$ cat src/rtl/handshake_source.sv
// Two-entry valid/ready source buffer: accepts (in1, in2), queues
// {AND-reduce flag, in1 ^ in2} in order and counts completed output transfers.
//
// state | meaning
// EMPTY | no buffered word, out_valid low
// ONE   | one word at head, can accept and emit
// FULL  | two words buffered, in_ready low
module handshake_source #(
    parameter int DEPTH = 2
) (
    input  logic       CLK,
    input  logic       RESET,
    input  logic       in_valid,
    output logic       in_ready,
    input  logic [3:0] in1,
    input  logic [3:0] in2,
    output logic       out_valid,
    input  logic       out_ready,
    output logic [3:0] out_data,
    output logic       out_flag,
    output logic [1:0] occupancy,
    output logic [7:0] tx_count
);

    typedef enum logic [1:0] {
        EMPTY = 2'd0,
        ONE   = 2'd1,
        FULL  = 2'd2
    } state_t;

    localparam logic [1:0] FULL_OCC = 2'(DEPTH);

    state_t     state;
    state_t     state_nxt;
    logic [4:0] head;
    logic [4:0] head_nxt;
    logic [4:0] tail;
    logic [4:0] tail_nxt;
    logic [4:0] word;
    logic       push;
    logic       pop;

    // Entry layout: {flag, payload}
    assign word      = {(|in1) & (&in1), in1 ^ in2};
    assign occupancy = state;
    assign in_ready  = (occupancy != FULL_OCC);
    assign out_valid = (occupancy != 2'd0);
    assign push      = in_valid & in_ready;
    assign pop       = out_valid & out_ready;
    assign out_data  = RESET ? 4'd0 : head[3:0];
    assign out_flag  = RESET ? 1'b0 : head[4];

    always_comb begin
        state_nxt = state;
        head_nxt  = head;
        tail_nxt  = tail;
        case (state)
            EMPTY: begin
                if (push) begin
                    state_nxt = ONE;
                    head_nxt  = word;
                end
            end
            ONE: begin
                if (push && pop) begin
                    head_nxt = word;
                end else if (push) begin
                    state_nxt = FULL;
                    tail_nxt  = word;
                end else if (pop) begin
                    state_nxt = EMPTY;
                end
            end
            FULL: begin
                if (pop) begin
                    state_nxt = ONE;
                    head_nxt  = tail;
                end
            end
            default: state_nxt = EMPTY;
        endcase
    end

    always_ff @(posedge CLK) begin
        if (RESET) begin
            state    <= EMPTY;
            head     <= '0;
            tail     <= '0;
            tx_count <= 8'd0;
        end else begin
            state <= state_nxt;
            head  <= head_nxt;
            tail  <= tail_nxt;
            if (pop) begin
                tx_count <= tx_count + 8'd1;
            end
        end
    end

endmodule

$ cat config.mk
export PLATFORM = sky130hd
export DESIGN_NAME = handshake_source
export DESIGN_NICKNAME = d
export VERILOG_FILES = /design/src/rtl/handshake_source.sv
export SDC_FILE = /design/constraint.sdc
export NUM_CORES = 1
export LEC_CHECK = 0
export ABC_CLOCK_PERIOD_IN_PS = 2020
export CORE_AREA = 2 2 55 47
export CTS_CLUSTER_SIZE = 8
export DETAILED_ROUTE_END_ITERATION = 16
export DIE_AREA = 0 0 57 49
export PLACE_DENSITY_LB_ADDON = 0.08
export SYNTH_ARGS = -nofsm -noshare
export SYNTH_HDL_FRONTEND = slang
export SYNTH_SLANG_ARGS = --single-unit
$ cat constraint.sdc
create_clock -name CLK -period 2.02 [get_ports CLK]
set_input_delay 0.404 -clock CLK [delete_from_list [all_inputs] [get_ports CLK]]
set_output_delay 0.404 -clock CLK [all_outputs]
set_load 0.005 [all_outputs]
==> run metrics <==
outcome=complete, no violations; routed vias/inst=5.36; Detailed Place HPWL=roughly 1.7 mm; GPL Wtd Cong=0.735; Cell variety after synth=35; via count=between 900 and 1k; Synth Warn #=0; worst slew pin tran=415 ps; CP Max Fanout=10; PortBufs=28; reg2reg end=tx_count[5]; hold path startpoint=tx_count[7]; register area share after synthesis=between 30% and 40%; initial antenna violation count=0; initial core utilization=between 40% and 50%; top post-synthesis cells by area=dfxtp_1 38%, mux2i_1 7.6%, buf_6 4.3%; r2r startpoint=occupancy[0]; synthesized area=roughly 1100 sq um; Antenna diodes=0; chip height=49 microns; post-synth top area share=a little under two fifths; Min-Delay Path Class=register to register; Leak=between 0.0005 and 0.0006 uW; Synth Flop Type=dfxtp_1; grt total ovfl=0; Yosys reg bits=20; DRC errors left=0; Post-synth EDFFs=0; Slew Viols, Final=0; Worst setup EP type=primary output; ys async rst share=0%; cells resized by post-CTS repair=1; I/O pins=29; final setup fails=0; chip width=57 microns; total CTS buffers=3; hold worst-path end=tx_count[7]; total power after layout=768 uW; highest clock rate=0.534 GHz; setup TNS=0 ps; vias in the first global route=837; peak supply drop=between 0.4 and 0.5 mV; dpl cells=166; final setup skew=5.70 ps; Mapped Nets=122; final WL=2.29 mm; maximum root-to-sink buffer count=2; Clock Latency Late Sink=310 ps; Core ar.=2280 sq um; H-tree Lvls=1; fin crit period=1870 ps; Worst R2R Path Depth=4; Hold Path Cell Cnt=2; reg2reg setup slack=630 ps; post-DR wirelength/cell=between 10 and 15 microns; Final ANT Viol Nets=0; Hold-fix buffers, CTS=0; CP required=1620 ps; CTS tree=yes; drt pass-1 iters=4; area delta synth->final=32.6%; hold slack final=499 ps; # clock sinks=20; Finished Layout Cells=169; Syn Area/Cell=about 9.7 sq um; Final Hold Fails=0; top-count cell post-synth=dfxtp_1; largest net degree at the start of global routing=15; worst relative slew slack=between 70 and 80%; GRT Overall Usage=18.0%; largest area contributor in the netlist=dfxtp_1; first-pass GRT wire length=3.89 mm; startpoint types=register; synth cell count leaders=20 x dfxtp_1, 11 x nor2_1, 8 x mux2i_1; num rows=16; post-CTS setup buffer count=0; crit share post-route=92.7%; layout cells sized above 1=between 10% and 20%; Worst Path Arrival=1470 ps; Util after Layout=61.1%; Die ar.=between 2000 and 3000 sq um; Clk pin slew, worst setup/hold paths=110 ps; # nets final=157; RSZ-0062 raised after global routing=false; max-cap violations=0; Post-Syn Instances=about 110; Initial DRC Count=22; pwr dens=roughly 550 nW/um^2; Setup CP Type=register to primary output; Root Driver=clkbuf_4
## worst max-delay path, stage by stage (launching register included)
cell and delay [ps]:
dfxtp_2 410, or2_2 310, clkdlybuf4s50_1 440
## cell usage in the layout, fill, tap and decap left out, drive strengths merged, types with 2 or more instances in the layout
cell / n
buf: 9
a21oi: 7
or4: 2
nor2b: 5
o21ai: 4
inv: 2
dfxtp: 20
clkbuf: 3
o21a: 3
xor2: 5
nand2b: 2
nor2: 11
or3: 3
o211ai: 6
nand2: 4
clkdlybuf4s50: 27
nand4: 2
o31ai: 5
mux2i: 8
## how the worst max path moves through the flow
stage | depth (start not counted) | from | endpoint | slack (ps)
after global placement | 3 | RESET | out_data[2] | -20
after floorplan | 3 | RESET | out_flag | 690
after CTS | 2 | occupancy[1] | out_valid | 9
final | 2 | occupancy[1] | out_valid | 150
after global routing | 2 | occupancy[0] | in_ready | 90
after detailed placement | 3 | RESET | out_data[2] | -30
## through the flow
| stage | area [sq um] | worst slack, ps |
|---|---|---|
| global placement | 1370 | -15.9 |
| CTS | 1390 | 9.35 |
| floorplan | 1050 | 688 |
| global route | 1400 | 94.8 |
| finish | 1400 | 148 |
| detailed placement | 1370 | -31.9 |
## layout make-up
cell class,instances,area [sq um]
Timing Repair Buffer,37,347
Sequential cell,20,402
Inverter,2,7.51
Tap cell,27,33.8
Clock buffer,3,22.5
Multi-Input combinational cell,80,583
Fill cell,219,887
## state kept, by name (all words and copies together), names as in the netlist
register	count
tail	5
head	5
tx_count	8
occupancy	2
## cell families after synthesis
group	after synthesis	share of synthesized area [%]
and+or+nand+nor	36	20.7
AOI/OAI and AO/OA	28	19.5
DFF	20	38.0
buffers and inverters	9	6.54
muxes	9	9.04
xor gates and xnor gates	6	4.99
adders and majority gates	1	1.19
## power by group
part / switching (uW) / internal (uW) / leakage (uW)
combinational: 64.3 / 87.4 / 0.000361
clock: 126 / 69.8 / 0.0000138
sequential: 9.92 / 411 / 0.000163
total: 200 / 568 / 0.000538
## per-layer routing
metal	vias up	share of wire (%)	track usage (%)
li1	462	-	-
met1	420	51	25.9
met2	20	42	25.5
met3	4	5.0	5.84
met4	0	1.7	5.81
met5	-	0	0
Power figures use the tool's default switching activity.
